### src/rtl/run_ctrl_if.sv
// Channel-monitor and trace-read bundle between the core side and run_ctrl.
// master: core/host side; slave: run_ctrl.
interface run_ctrl_if #(
  parameter int DATA_WIDTH = 32,
  parameter int NUM_CH     = 2
);
  localparam int CW = $clog2(NUM_CH);

  logic [NUM_CH-1:0]            ch_valid;
  logic [NUM_CH*DATA_WIDTH-1:0] ch_data;
  logic                         trace_rd;
  logic [DATA_WIDTH-1:0]        trace_data;
  logic [CW-1:0]                trace_ch;
  logic                         trace_empty;
  logic                         trace_full;

  modport master (
    output ch_valid, ch_data, trace_rd,
    input  trace_data, trace_ch, trace_empty, trace_full
  );

  modport slave (
    input  ch_valid, ch_data, trace_rd,
    output trace_data, trace_ch, trace_empty, trace_full
  );
endinterface

### src/rtl/run_ctrl.sv
// Core run sequencer (pre-idle, reset pulse, settle, cycle-limited run) with trace.
// Trace FIFO/arbiter present only when RUN_CTRL_TRACE_EN is defined.
module run_ctrl #(
  parameter int DATA_WIDTH  = 32,
  parameter int NUM_CH      = 2,
  parameter int PRE_RST_CYC = 4,
  parameter int RST_CYC     = 2,
  parameter int SETTLE_CYC  = 2,
  parameter int MAX_CYC     = 60,
  parameter int TRACE_DEPTH = 16,
  parameter int CNT_WIDTH   = 16
) (
  input  logic                 clk,
  input  logic                 rst_n,
  input  logic                 run_req,
  input  logic                 halt,
  run_ctrl_if.slave            tif,
  output logic                 core_rst_n,
  output logic                 start,
  output logic                 busy,
  output logic                 done,
  output logic                 timeout,
  output logic [CNT_WIDTH-1:0] cycle_cnt,
  output logic                 overflow,
  output logic [CNT_WIDTH-1:0] drop_cnt
);

  typedef enum logic [2:0] {
    IDLE, PRE, RST, SETTLE, RUN, DONE
  } state_e;

  state_e               state_q, state_d;
  logic [CNT_WIDTH-1:0] phase_q, phase_d;
  logic [CNT_WIDTH-1:0] cyc_q, cyc_d;
  logic                 done_q, done_d;
  logic                 tmo_q, tmo_d;
  logic                 crst_q;
  logic                 clr;

  always_comb begin
    state_d = state_q;
    phase_d = phase_q;
    cyc_d   = cyc_q;
    done_d  = done_q;
    tmo_d   = tmo_q;
    clr     = 1'b0;
    unique case (state_q)
      IDLE: if (run_req) begin
        state_d = PRE;
        phase_d = CNT_WIDTH'(PRE_RST_CYC - 1);
        cyc_d   = '0;
        done_d  = 1'b0;
        tmo_d   = 1'b0;
        clr     = 1'b1;
      end
      PRE: if (phase_q == '0) begin
        state_d = RST;
        phase_d = CNT_WIDTH'(RST_CYC - 1);
      end else phase_d = phase_q - CNT_WIDTH'(1);
      RST: if (phase_q == '0) begin
        state_d = SETTLE;
        phase_d = CNT_WIDTH'(SETTLE_CYC - 1);
      end else phase_d = phase_q - CNT_WIDTH'(1);
      SETTLE: if (phase_q == '0) state_d = RUN;
        else phase_d = phase_q - CNT_WIDTH'(1);
      RUN: if (halt) begin
        state_d = DONE;
        done_d  = 1'b1;
      end else if (cyc_q == CNT_WIDTH'(MAX_CYC - 1)) begin
        state_d = DONE;
        tmo_d   = 1'b1;
      end else cyc_d = cyc_q + CNT_WIDTH'(1);
      DONE: if (!run_req) state_d = IDLE;
      default: state_d = IDLE;
    endcase
  end

  // core reset registered from the next state so it is a clean flop output
  always_ff @(posedge clk or negedge rst_n) begin
    if (!rst_n) begin
      state_q <= IDLE;
      phase_q <= '0;
      cyc_q   <= '0;
      done_q  <= 1'b0;
      tmo_q   <= 1'b0;
      crst_q  <= 1'b0;
    end else begin
      state_q <= state_d;
      phase_q <= phase_d;
      cyc_q   <= cyc_d;
      done_q  <= done_d;
      tmo_q   <= tmo_d;
      crst_q  <= (state_d != RST);
    end
  end

  assign core_rst_n = crst_q;
  assign start      = (state_q == RUN);
  assign busy       = (state_q != IDLE) && (state_q != DONE);
  assign done       = done_q;
  assign timeout    = tmo_q;
  assign cycle_cnt  = cyc_q;

`ifdef RUN_CTRL_TRACE_EN
  localparam int CW = $clog2(NUM_CH);
  localparam int AW = $clog2(TRACE_DEPTH);

  logic [CW-1:0]            sel;
  logic [DATA_WIDTH-1:0]    sel_data;
  logic [CNT_WIDTH:0]       nval, dsum;
  logic [AW:0]              wr_q, wr_d, rd_q, rd_d;
  logic [CNT_WIDTH-1:0]     drop_q, drop_d;
  logic                     ovf_q, ovf_d;
  logic                     cap, empty, full, do_pop, do_wr;
  logic [CW+DATA_WIDTH-1:0] mem [TRACE_DEPTH];
  logic [CW+DATA_WIDTH-1:0] head;

  // descending scan so the lowest asserted channel wins
  always_comb begin
    sel      = '0;
    sel_data = '0;
    nval     = '0;
    for (int i = NUM_CH - 1; i >= 0; i--) begin
      if (tif.ch_valid[i]) begin
        sel      = CW'(i);
        sel_data = tif.ch_data[i*DATA_WIDTH +: DATA_WIDTH];
      end
    end
    for (int i = 0; i < NUM_CH; i++)
      nval = nval + (CNT_WIDTH+1)'(tif.ch_valid[i]);
  end

  assign cap    = (state_q == RUN) && (|tif.ch_valid);
  assign empty  = (wr_q == rd_q);
  assign full   = (wr_q[AW] != rd_q[AW]) &&
                  (wr_q[AW-1:0] == rd_q[AW-1:0]);
  assign do_pop = tif.trace_rd && !empty;
  assign do_wr  = cap && (!full || do_pop);
  assign dsum   = {1'b0, drop_q} + (nval - (CNT_WIDTH+1)'(1));

  always_comb begin
    wr_d   = wr_q + (AW+1)'(do_wr);
    rd_d   = rd_q + (AW+1)'(do_pop);
    ovf_d  = ovf_q | (cap && full && !do_pop);
    drop_d = drop_q;
    if (cap) drop_d = dsum[CNT_WIDTH] ? '1 : dsum[CNT_WIDTH-1:0];
    if (clr) begin
      wr_d   = '0;
      rd_d   = '0;
      ovf_d  = 1'b0;
      drop_d = '0;
    end
  end

  always_ff @(posedge clk or negedge rst_n) begin
    if (!rst_n) begin
      wr_q   <= '0;
      rd_q   <= '0;
      ovf_q  <= 1'b0;
      drop_q <= '0;
    end else begin
      wr_q   <= wr_d;
      rd_q   <= rd_d;
      ovf_q  <= ovf_d;
      drop_q <= drop_d;
    end
  end

  always_ff @(posedge clk) begin
    if (do_wr) mem[wr_q[AW-1:0]] <= {sel, sel_data};
  end

  assign head            = mem[rd_q[AW-1:0]];
  assign tif.trace_data  = empty ? '0 : head[DATA_WIDTH-1:0];
  assign tif.trace_ch    = empty ? '0 : head[CW+DATA_WIDTH-1:DATA_WIDTH];
  assign tif.trace_empty = empty;
  assign tif.trace_full  = full;
  assign overflow        = ovf_q;
  assign drop_cnt        = drop_q;
`else
  logic unused_trace;
  assign unused_trace    = ^{tif.ch_valid, tif.ch_data, tif.trace_rd, clr};
  assign tif.trace_data  = '0;
  assign tif.trace_ch    = '0;
  assign tif.trace_empty = 1'b1;
  assign tif.trace_full  = 1'b0;
  assign overflow        = 1'b0;
  assign drop_cnt        = '0;
`endif

endmodule

### src/flat_wrapper.sv
// flat-port wrapper written by rule: the top's interface ports become plain ports
module run_ctrl_flat 
#(
  parameter int DATA_WIDTH  = 32,
  parameter int NUM_CH      = 2,
  parameter int PRE_RST_CYC = 4,
  parameter int RST_CYC     = 2,
  parameter int SETTLE_CYC  = 2,
  parameter int MAX_CYC     = 60,
  parameter int TRACE_DEPTH = 16,
  parameter int CNT_WIDTH   = 16
)
  (clk, rst_n, run_req, halt, core_rst_n, start, busy, done, timeout, cycle_cnt, overflow, drop_cnt, tif_ch_valid, tif_ch_data, tif_trace_rd, tif_trace_data, tif_trace_ch, tif_trace_empty, tif_trace_full);
  run_ctrl_if #(.DATA_WIDTH(DATA_WIDTH), .NUM_CH(NUM_CH)) tif_i ();
  input  logic clk;
  input  logic rst_n;
  input  logic run_req;
  input  logic halt;
  output logic core_rst_n;
  output logic start;
  output logic busy;
  output logic done;
  output logic timeout;
  output logic [CNT_WIDTH-1:0] cycle_cnt;
  output logic overflow;
  output logic [CNT_WIDTH-1:0] drop_cnt;
  input wire logic [$bits(tif_i.ch_valid)-1:0] tif_ch_valid;
  input wire logic [$bits(tif_i.ch_data)-1:0] tif_ch_data;
  input wire logic [$bits(tif_i.trace_rd)-1:0] tif_trace_rd;
  output wire logic [$bits(tif_i.trace_data)-1:0] tif_trace_data;
  output wire logic [$bits(tif_i.trace_ch)-1:0] tif_trace_ch;
  output wire logic [$bits(tif_i.trace_empty)-1:0] tif_trace_empty;
  output wire logic [$bits(tif_i.trace_full)-1:0] tif_trace_full;
  assign tif_i.ch_valid = tif_ch_valid;
  assign tif_i.ch_data = tif_ch_data;
  assign tif_i.trace_rd = tif_trace_rd;
  assign tif_trace_data = tif_i.trace_data;
  assign tif_trace_ch = tif_i.trace_ch;
  assign tif_trace_empty = tif_i.trace_empty;
  assign tif_trace_full = tif_i.trace_full;
  run_ctrl #(.DATA_WIDTH(DATA_WIDTH), .NUM_CH(NUM_CH), .PRE_RST_CYC(PRE_RST_CYC), .RST_CYC(RST_CYC), .SETTLE_CYC(SETTLE_CYC), .MAX_CYC(MAX_CYC), .TRACE_DEPTH(TRACE_DEPTH), .CNT_WIDTH(CNT_WIDTH)) u_core (.clk(clk), .rst_n(rst_n), .run_req(run_req), .halt(halt), .tif(tif_i), .core_rst_n(core_rst_n), .start(start), .busy(busy), .done(done), .timeout(timeout), .cycle_cnt(cycle_cnt), .overflow(overflow), .drop_cnt(drop_cnt));
endmodule
### config.mk
export PLATFORM = sky130hd
export DESIGN_NAME = run_ctrl_flat
export DESIGN_NICKNAME = d
export VERILOG_FILES = /design/src/rtl/run_ctrl_if.sv /design/src/rtl/run_ctrl.sv /design/src/flat_wrapper.sv
export SDC_FILE = /design/constraint.sdc
export NUM_CORES = 1
export LEC_CHECK = 0
export BUFFER_PORTS_ARGS = -buffer_cell sky130_fd_sc_hd__buf_2
export CAP_MARGIN = 10
export CORE_ASPECT_RATIO = 1.5
export CORE_MARGIN = 2
export CORE_UTILIZATION = 45
export DETAILED_ROUTE_END_ITERATION = 12
export GPL_TIMING_DRIVEN = 0
export PLACE_DENSITY = 0.81
export SYNTH_ARGS = -nofsm -noshare
export SYNTH_HDL_FRONTEND = slang
export SYNTH_SLANG_ARGS = --single-unit
### constraint.sdc
create_clock -name clk -period 2.61 [get_ports clk]
set_input_delay 0.522 -clock clk [delete_from_list [all_inputs] [get_ports clk]]
set_output_delay 0.522 -clock clk [all_outputs]
set_load 0.01 [all_outputs]
==> out/metrics.yaml, run 1 <==
ctsLongestPathBuffers: 2
grt_setup_unrepaired: "false"
grt_pass1_wl_um: 9000
vias: 2103
timing.final.max_slew_violations: 0
synthArstFlopShare: 1.00
tritoncts_clock_tree: "done"
power.density_cell_area_nw_per_um2: 721
layout-drive-gt1-share: 0.259
dpl.hpwl_um: 3950
core-area_um2: 5490
synth_common_cells: "52 x sky130_fd_sc_hd__buf_4, 38 x sky130_fd_sc_hd__dfrtp_1, 32 x sky130_fd_sc_hd__nor2_1"
critical_path_peak_fanout: 10
number_of_flops_mapped_to_enable_cells_by_yosys: 0
synth-main-ff-cell: "sky130_fd_sc_hd__dfrtp_1"
cp_data_required_time_ns: 2.09
multi_input_area_um2: 1350
cts-hold-fix-buffers: 0
clkTransAtPathRegs_ns: 0.07
worst_margin_pin_slew_ns: 0.833
crit_path_end_kind: "output pin"
fin_worst_skew_ns: 0.00585
layout.area.seq_um2: 951
leakage_nw: 1.53
first_global_vias: 1993
layout_overhead_on_the_synthesized_area_pct: 18.5
synthMostInstantiatedCell: "sky130_fd_sc_hd__buf_4"
syn-cell-area_um2: 2570
drv.max_cap_violation_count: 0
clkSinkCount: 38
critical_path_class: "flip-flop to output pin"
grt_antenna_before_repair: 0
finish.cell_count_without_fillers: 441
fp-row-count: 33
starting_drc_count_in_detailed_routing: 59
crit_path_frequent_cell: "sky130_fd_sc_hd__buf_1"
ys_types: 49
layout_min_cycle_time_ns: 2.36
wire_per_inst_um: 11.7
final_min_period_over_clock_period: 0.904
start_util: 0.469
io_pins: 144
grt_max_degree: 39
number_of_filler_instances_in_the_final_layout: 528
antenna_cells_inserted: 0
arrival_ns: 1.84
synth.top_cell.area_share: 0.369
power.ir.vdd_worst_v: 0.000356
achievable_frequency_mhz: 424
yosysWarningCount: 0
clock_latency_ns: 0.29
grt-ovfl-total: 0
crit_path_max_incr_delay_ns: 0.40
route.detailed.drc: 0
hold_path.class: "primary input to async pin"
viasPerCell: 4.77
routed_wirelength_um: 5180
synth_cells: 290
critPathSlowestCell: "sky130_fd_sc_hd__dfrtp_1"
clock-root-buffer: "sky130_fd_sc_hd__clkbuf_8"
io_buffers: 24
critPathBufInv: 3
critPathTopFamily: "buffers and inverters"
h-tree-depth: 2
relSlewSlack: 0.444
fp.dieW_um: 65.8
totalNegativeSetupSlack_ns: 0
timing.final.hold_violations: 0
detailedRoute.firstPassIterationCount: 4
post_synth_main_area_contributors: "sky130_fd_sc_hd__dfrtp_1 37%, sky130_fd_sc_hd__buf_4 15%, sky130_fd_sc_hd__xnor2_1 5.1%"
outcome: "complete, no violations"
final_antenna_net_count: 0
place_congestion: 0.792
cp_cell_sequence: "buf_1 > buf_1 > xnor2_1 > nand2b_1 > buf_2"
timing.final.setup_violations: 0
fin_total_pwr_mw: 2.20
critical_path_source_type: "flip-flop"
post_cts_setup_buffers: 0
post_cts.resized_instances: 0
postSynthAreaPerCell_um2: 8.88
synth-seq-area-share: 0.369
numCtsBuffers: 5
grt_use_total: 0.176
fp.dieArea_um2: 6360
netlist.top_cell.by_area: "sky130_fd_sc_hd__dfrtp_1"
worst_hold_slack_ns: 0.328
postSynthRegisterBits: 38
die_height_um: 96.6
placed_cells: 434
final_nets: 445
-- cell families (layout without fill, tap and decap cells) --
kind of cell | Yosys count | after routing | synth area share
multiplexers | 2 | 2 | 0.00777
other | 2 | 52 | 0.00292
adder cells (fa/ha/maj) | 3 | 3 | 0.0146
flip-flops | 38 | 38 | 0.369
AO/OA/AOI/OAI | 30 | 30 | 0.0748
AND/OR/NAND/NOR | 127 | 127 | 0.278
buffers and inverters | 66 | 97 | 0.178
XOR/XNOR | 22 | 22 | 0.0748
-- state kept, by name, summed over array words and instances, names as in the netlist --
signal,flops
u_core.phase_q,16
u_core.timeout,1
u_core.core_rst_n,1
u_core.cycle_cnt,16
u_core.state_q,3
u_core.done,1
-- layer usage --
layer	GRT usage	part of all wire
met1	0.195	0.39
met2	0.315	0.52
met3	0.0326	0.064
met4	0.0769	0.024
met5	0	0
-- worst reg2reg max path, stage by stage (launching register included) --
cell and delay (ns):
sky130_fd_sc_hd__dfrtp_1 0.42, sky130_fd_sc_hd__or4_4 0.59, sky130_fd_sc_hd__nor3_4 0.42, sky130_fd_sc_hd__nand3_4 0.13, sky130_fd_sc_hd__a21oi_4 0.24, sky130_fd_sc_hd__buf_6 0.18
sky130_fd_sc_hd__nor2_1 0.06
-- metrics by stage --
stage	instance area [um2]	worst slack [ns]	utilization
after floorplan	2760	0.692	-
after global placement	2970	0.508	0.541
after detailed placement	2970	0.470	0.541
after CTS	3050	0.260	0.555
after global routing	3050	0.0936	0.555
final	3050	0.249	0.555
-- layout make-up --
| class | instances | area share |
|---|---|---|
| Inverter | 6 | 0.00738 |
| Sequential cell | 38 | 0.312 |
| Buffer | 60 | 0.143 |
| Tap cell | 70 | 0.0287 |
| Clock inverter | 1 | 0.00246 |
| Timing Repair Buffer | 24 | 0.0394 |
| Multi-Input combinational cell | 236 | 0.444 |
| Clock buffer | 6 | 0.0238 |
-- where the power goes --
part	switching [mW]	internal, mW
Clock	0.205	0.183
Combinational	0.535	0.407
Sequential	0.145	0.722
-- cells in the final DEF (no fill, tap or decap), types with 3 or more instances in the layout --
master and instances:
sky130_fd_sc_hd__a21oi_1 10, sky130_fd_sc_hd__buf_1 3, sky130_fd_sc_hd__buf_2 24, sky130_fd_sc_hd__buf_4 52
sky130_fd_sc_hd__clkbuf_1 4, sky130_fd_sc_hd__clkbuf_8 5, sky130_fd_sc_hd__conb_1 52, sky130_fd_sc_hd__dfrtp_1 38
sky130_fd_sc_hd__ha_1 3, sky130_fd_sc_hd__inv_1 6, sky130_fd_sc_hd__nand2_1 20, sky130_fd_sc_hd__nand2b_1 3
sky130_fd_sc_hd__nand3_1 9, sky130_fd_sc_hd__nand4_1 6, sky130_fd_sc_hd__nor2_1 32, sky130_fd_sc_hd__nor3_1 11
sky130_fd_sc_hd__nor3b_1 3, sky130_fd_sc_hd__nor4_1 9, sky130_fd_sc_hd__o21ai_0 11, sky130_fd_sc_hd__or3_1 9
sky130_fd_sc_hd__or4_1 3, sky130_fd_sc_hd__xnor2_1 15, sky130_fd_sc_hd__xor2_1 7
-- worst paths after layout --
check	from	end	slack [ns]	cells past startpoint
max	u_core.state_q[2]	busy	0.25	5
min	rst_n	u_core.phase_q[6]	0.33	1
max reg2reg	u_core.phase_q[6]	u_core.phase_q[3]	0.45	6
min reg2reg	u_core.done	u_core.done	0.50	2
max in group asynchronous	rst_n	u_core.phase_q[3]	1.76	1
min in group clk	halt	u_core.done	0.49	3
No activity file was read; power rests on OpenSTA's default activity.
==> inputs of run 2 (changes only) <==
--- a/config.mk
+++ b/config.mk
@@ -12,7 +12,7 @@
 export CORE_UTILIZATION = 45
 export DETAILED_ROUTE_END_ITERATION = 12
 export GPL_TIMING_DRIVEN = 0
-export PLACE_DENSITY = 0.81
+export PLACE_DENSITY = 0.9
 export SYNTH_ARGS = -nofsm -noshare
 export SYNTH_HDL_FRONTEND = slang
 export SYNTH_SLANG_ARGS = --single-unit
==> out/metrics.yaml, run 2 (synthesized netlist as in run 1, its figures left out) <==
timing.final.max_slew_violations: 0  # unchanged
grt_use_total: 0.176  # about the same
critical_path_peak_fanout: 10  # unchanged
hold_path.class: "primary input to async pin"
dpl.hpwl_um: 3990  # +1.0%
global_routing_usage_on_met1: 0.191  # -0.00411
cts-hold-fix-buffers: 0  # unchanged
post_dp_cell_area_um2: 2970  # unchanged
io_pins: 144  # unchanged
critical_path_class: "flip-flop to output pin"
leakage_nw: 1.54  # +0.72%
fin_worst_skew_ns: 0.00704  # +0.00119 ns
pwr-share-comb: 0.422  # -0.007
route.detailed.drc: 0  # unchanged
most-common-layout-cells: "52 x sky130_fd_sc_hd__buf_4, 52 x sky130_fd_sc_hd__conb_1, 38 x sky130_fd_sc_hd__dfrtp_1, 32 x sky130_fd_sc_hd__nor2_1, 24 x sky130_fd_sc_hd__buf_2"
place_congestion: 0.869  # +9.7%
clkTransAtPathRegs_ns: 0.07  # about the same
tritoncts_clock_tree: "done"
power.density_cell_area_nw_per_um2: 731  # +1.4%
antenna_cells_inserted: 0  # unchanged
use_met3: 0.0302  # -0.00233
final_min_period_over_clock_period: 0.906  # +0.00182
worst_margin_pin_slew_ns: 0.853  # +0.0197 ns
grt_max_degree: 39  # unchanged
fp-row-count: 33  # unchanged
p_sw_mw: 0.894  # +1.0%
grt_pass1_wl_um: 9000  # about the same
numCtsBuffers: 5  # unchanged
finalInstanceArea_um2: 3060  # +0.37%
outcome: "complete, no violations"
timing.final.hold_violations: 0  # unchanged
clock_power_share: 0.187  # +0.010
starting_drc_count_in_detailed_routing: 44  # -25%
layout_min_cycle_time_ns: 2.37  # +0.00476 ns
ctsLongestPathBuffers: 2  # unchanged
power.ir.vdd_worst_v: 0.000393  # +10%
global_route_track_usage_on_met2: 0.315  # unchanged
core-area_um2: 5490  # unchanged
layout-drive-gt1-share: 0.261  # +0.00199
fin_total_pwr_mw: 2.24  # +1.8%
relSlewSlack: 0.431  # -0.0131
final_nets: 445  # unchanged
io_buffers: 24  # unchanged
seqPwrFrac: 0.391  # -0.004
cp_data_required_time_ns: 2.09  # about the same
grt-ovfl-total: 0  # unchanged
post_cts_setup_buffers: 0  # unchanged
first_global_vias: 2075  # +4.1%
routed_wirelength_um: 5170  # -0.19%
p_int_mw: 1.34  # +2.3%
start_util: 0.469  # unchanged
grt_antenna_before_repair: 0  # unchanged
arrival_ns: 1.84  # about the same
timing.final.setup_violations: 0  # unchanged
wire_per_inst_um: 11.7  # -0.42%
totalNegativeSetupSlack_ns: 0  # unchanged
clock-root-buffer: "sky130_fd_sc_hd__clkbuf_8"
vias: 2129  # +1.2%
clkSinkCount: 38  # unchanged
layout_overhead_on_the_synthesized_area_pct: 18.9
grt-busiest-layer: "met2"
h-tree-depth: 2  # unchanged
post_cts.resized_instances: 0  # unchanged
number_of_filler_instances_in_the_final_layout: 515  # -2.5%
fp.dieArea_um2: 6360  # unchanged
crit_path_end_kind: "output pin"
fp.dieW_um: 65.8  # unchanged
final_antenna_net_count: 0  # unchanged
detailedRoute.firstPassIterationCount: 4  # unchanged
clock_latency_ns: 0.29  # about the same
grt_setup_unrepaired: "false"
viasPerCell: 4.82  # +1.0%
achievable_frequency_mhz: 423  # -0.20%
drv.max_cap_violation_count: 0  # unchanged
power_switching_share: 0.400  # -0.00317
die_height_um: 96.6  # unchanged
critical_path_source_type: "flip-flop"
## run 2: layer usage
layer  part of all wire  vias to the layer above
met2               0.54                       84
li1                   -                     1055
met5                  0                        -
met1               0.37                      975
met3              0.061                       15
met4              0.033                        0
## run 2: power by group through the flow
stage	Clock [mW]	Combinational, mW	Sequential [mW]
finish	0.418	0.944	0.875
global placement	0	0.910	0.873
detailed placement	0	0.941	0.884
CTS	0.431	0.946	0.872
floorplan	0	0.772	0.849
global route	0.451	1.06	0.896
## run 2: critical path, cell delays in order, from the launching register on
cell and delay [ns]:
sky130_fd_sc_hd__dfrtp_1 0.40, sky130_fd_sc_hd__buf_1 0.38, sky130_fd_sc_hd__buf_1 0.41, sky130_fd_sc_hd__xnor2_1 0.17
sky130_fd_sc_hd__nand2b_1 0.07, sky130_fd_sc_hd__buf_2 0.13
## run 2: layout make-up
type / count / area (um2) / area share
multi-input combinational: 236 / 1350 / 0.442
sequential: 38 / 951 / 0.311
buffer: 60 / 435 / 0.142
timing repair buffer: 24 / 120 / 0.0392
tap: 70 / 87.6 / 0.0286
clock buffer: 7 / 86.3 / 0.0282
inverter: 6 / 22.5 / 0.00736
clock inverter: 1 / 5.00 / 0.00163
## run 2: through the flow
step / cells / utilization / hold WS (ns) / setup WS, ns
2_1_floorplan: 340 / - / 0.226 / 0.692
3_3_place_gp: 434 / 0.541 / 0.490 / 0.500
3_5_place_dp: 434 / 0.541 / 0.503 / 0.476
4_1_cts: 442 / 0.558 / 0.367 / 0.228
5_1_grt: 442 / 0.558 / 0.408 / 0.0920
6_report: 442 / 0.558 / 0.336 / 0.245
## run 2: path summary, 6_finish.rpt
kind | from | endpoint | slack, ns | depth (start not counted)
max | u_core.state_q[2] | busy | 0.24 | 5
min | rst_n | u_core.cycle_cnt[11] | 0.34 | 1
min in group clk | halt | u_core.done | 0.50 | 3
max reg2reg | u_core.phase_q[10] | u_core.phase_q[7] | 0.47 | 6
min reg2reg | u_core.done | u_core.done | 0.52 | 2
max in group asynchronous | rst_n | u_core.phase_q[7] | 1.74 | 1
==> inputs of run 3 (changes only) <==
--- a/config.mk
+++ b/config.mk
@@ -8,7 +8,6 @@
 export BUFFER_PORTS_ARGS = -buffer_cell sky130_fd_sc_hd__buf_2
 export CAP_MARGIN = 10
 export CORE_ASPECT_RATIO = 1.5
-export CORE_MARGIN = 2
 export CORE_UTILIZATION = 45
 export DETAILED_ROUTE_END_ITERATION = 12
 export GPL_TIMING_DRIVEN = 0
==> out/metrics.yaml, run 3 (synthesized netlist as in run 1, its figures left out) <==
outcome: "complete, no violations"
starting_drc_count_in_detailed_routing: 68  # +55%
relSlewSlack: 0.437  # +0.00578
number_of_filler_instances_in_the_final_layout: 529  # +2.7%
fp.dieW_um: 63.8  # -3.0%
most-common-layout-cells: "52 x sky130_fd_sc_hd__buf_4, 52 x sky130_fd_sc_hd__conb_1, 38 x sky130_fd_sc_hd__dfrtp_1, 32 x sky130_fd_sc_hd__nor2_1, 24 x sky130_fd_sc_hd__buf_2"
clock_latency_ns: 0.29  # about the same
die_height_um: 94.6  # -2.1%
timing.final.hold_violations: 0  # unchanged
cp_cell_sequence: "buf_1 > buf_1 > xnor2_1 > nand2b_1 > buf_2"
cp_data_required_time_ns: 2.09  # about the same
crit_path_frequent_cell: "sky130_fd_sc_hd__buf_1"
post_cts_setup_buffers: 0  # unchanged
critical_path_peak_fanout: 10  # unchanged
final_antenna_net_count: 0  # unchanged
hold_path.class: "primary input to async pin"
routed_wirelength_um: 5400  # +4.4%
antenna_cells_inserted: 0  # unchanged
grt_max_degree: 39  # unchanged
grt_pass1_wl_um: 9140  # +1.5%
power.density_cell_area_nw_per_um2: 727  # -0.54%
critPathSlowestCell: "sky130_fd_sc_hd__buf_1"
place_congestion: 0.809  # -7.0%
critical_path_class: "flip-flop to output pin"
arrival_ns: 1.91  # +0.07 ns
clkTransAtPathRegs_ns: 0.07  # about the same
core-area_um2: 5490  # unchanged
totalNegativeSetupSlack_ns: 0  # unchanged
clock-root-buffer: "sky130_fd_sc_hd__clkbuf_8"
fp-row-count: 33  # unchanged
timing.final.setup_violations: 0  # unchanged
start_util: 0.469  # unchanged
detailedRoute.firstPassIterationCount: 4  # unchanged
final_nets: 445  # unchanged
crit_path_end_kind: "output pin"
fp.dieArea_um2: 6040  # -5.0%
viasPerCell: 4.90  # +1.7%
grt_setup_unrepaired: "false"
grt_use_total: 0.195  # +0.0189
grt_antenna_before_repair: 0  # unchanged
grt-ovfl-total: 0  # unchanged
vias: 2161  # +1.5%
wire_per_inst_um: 12.2  # +4.6%
timing.final.max_slew_violations: 0  # unchanged
fin_worst_skew_ns: 0.00354  # -0.00350 ns
layout_overhead_on_the_synthesized_area_pct: 18.3
crit_path_max_incr_delay_ns: 0.43  # +0.02 ns
h-tree-depth: 2  # unchanged
cts-hold-fix-buffers: 0  # unchanged
drv.max_cap_violation_count: 0  # unchanged
achievable_frequency_mhz: 412  # -2.6%
route.detailed.drc: 0  # unchanged
numCtsBuffers: 5  # unchanged
leakage_nw: 1.53  # -0.65%
first_global_vias: 2105  # +1.4%
layout-drive-gt1-share: 0.256  # -0.00469
final_min_period_over_clock_period: 0.931  # +0.0245
ctsLongestPathBuffers: 2  # unchanged
tritoncts_clock_tree: "done"
clkSinkCount: 38  # unchanged
layout_min_cycle_time_ns: 2.43  # +0.0640 ns
post_cts.resized_instances: 0  # unchanged
critical_path_source_type: "flip-flop"
io_pins: 144  # unchanged
fin_total_pwr_mw: 2.21  # -1.0%
worst_margin_pin_slew_ns: 0.844  # -0.00867 ns
dpl.hpwl_um: 4100  # +2.9%
io_buffers: 24  # unchanged
power.ir.vdd_worst_v: 0.000371  # -5.7%
## run 3: cell types whose count changed in the layout (fill, tap and decap cells not counted)
cell                       before  now
sky130_fd_sc_hd__clkbuf_8       6    5
sky130_fd_sc_hd__clkinv_2       1    0
sky130_fd_sc_hd__clkbuf_1       4    5
## run 3: layout make-up
| cell class | instances | area [um2] | share of cell area |
|---|---|---|---|
| Multi-Input combinational cell | 236 | 1350 | 0.444 |
| Sequential cell | 38 | 951 | 0.312 |
| Buffer | 60 | 435 | 0.143 |
| Timing Repair Buffer | 24 | 120 | 0.0394 |
| Tap cell | 70 | 87.6 | 0.0287 |
| Clock buffer | 7 | 76.3 | 0.0251 |
| Inverter | 6 | 22.5 | 0.00739 |
## run 3: per-layer routing
metal	wire (um)	up-vias	part of all wire	track usage
met5	0	-	0	0
met2	2920	97	0.54	0.371
li1	-	1058	-	-
met4	184	0	0.034	0.117
met1	1990	989	0.37	0.194
met3	302	17	0.056	0.0314
## run 3: stage by stage
stage	hold WS, ns	cell area (um2)	setup WS (ns)	cells	utilization
6_report	0.324	3050	0.181	441	0.555
2_1_floorplan	0.226	2760	0.692	340	-
3_3_place_gp	0.492	2970	0.508	434	0.541
3_5_place_dp	0.512	2970	0.469	434	0.541
5_1_grt	0.388	3050	0.0847	441	0.555
4_1_cts	0.361	3050	0.190	441	0.555
## run 3: critical path, delay by kind of cell, from the launching register on
family,cells,cell delay [ns]
DFF,1,0.41
buffers and inverters,3,0.96
xor gates and xnor gates,1,0.17
and+or+nand+nor,1,0.07
## run 3: final timing paths
path                                    from                  end  slack (ns)  cells after the start
setup / recovery           u_core.state_q[2]                 busy        0.18                      5
hold / removal                         rst_n  u_core.cycle_cnt[8]        0.32                      1
setup reg to reg           u_core.phase_q[6]    u_core.phase_q[7]        0.44                      6
hold reg to reg               u_core.timeout       u_core.timeout        0.53                      2
max in group asynchronous              rst_n  u_core.cycle_cnt[5]        1.75                      1
min in group clk                        halt          u_core.done        0.52                      3
## run 3: power breakdown
part | internal [mW] | switching, mW | total, mW
clock network | 0.184 | 0.201 | 0.384
registers | 0.722 | 0.156 | 0.879
logic | 0.409 | 0.543 | 0.952
total | 1.31 | 0.900 | 2.21
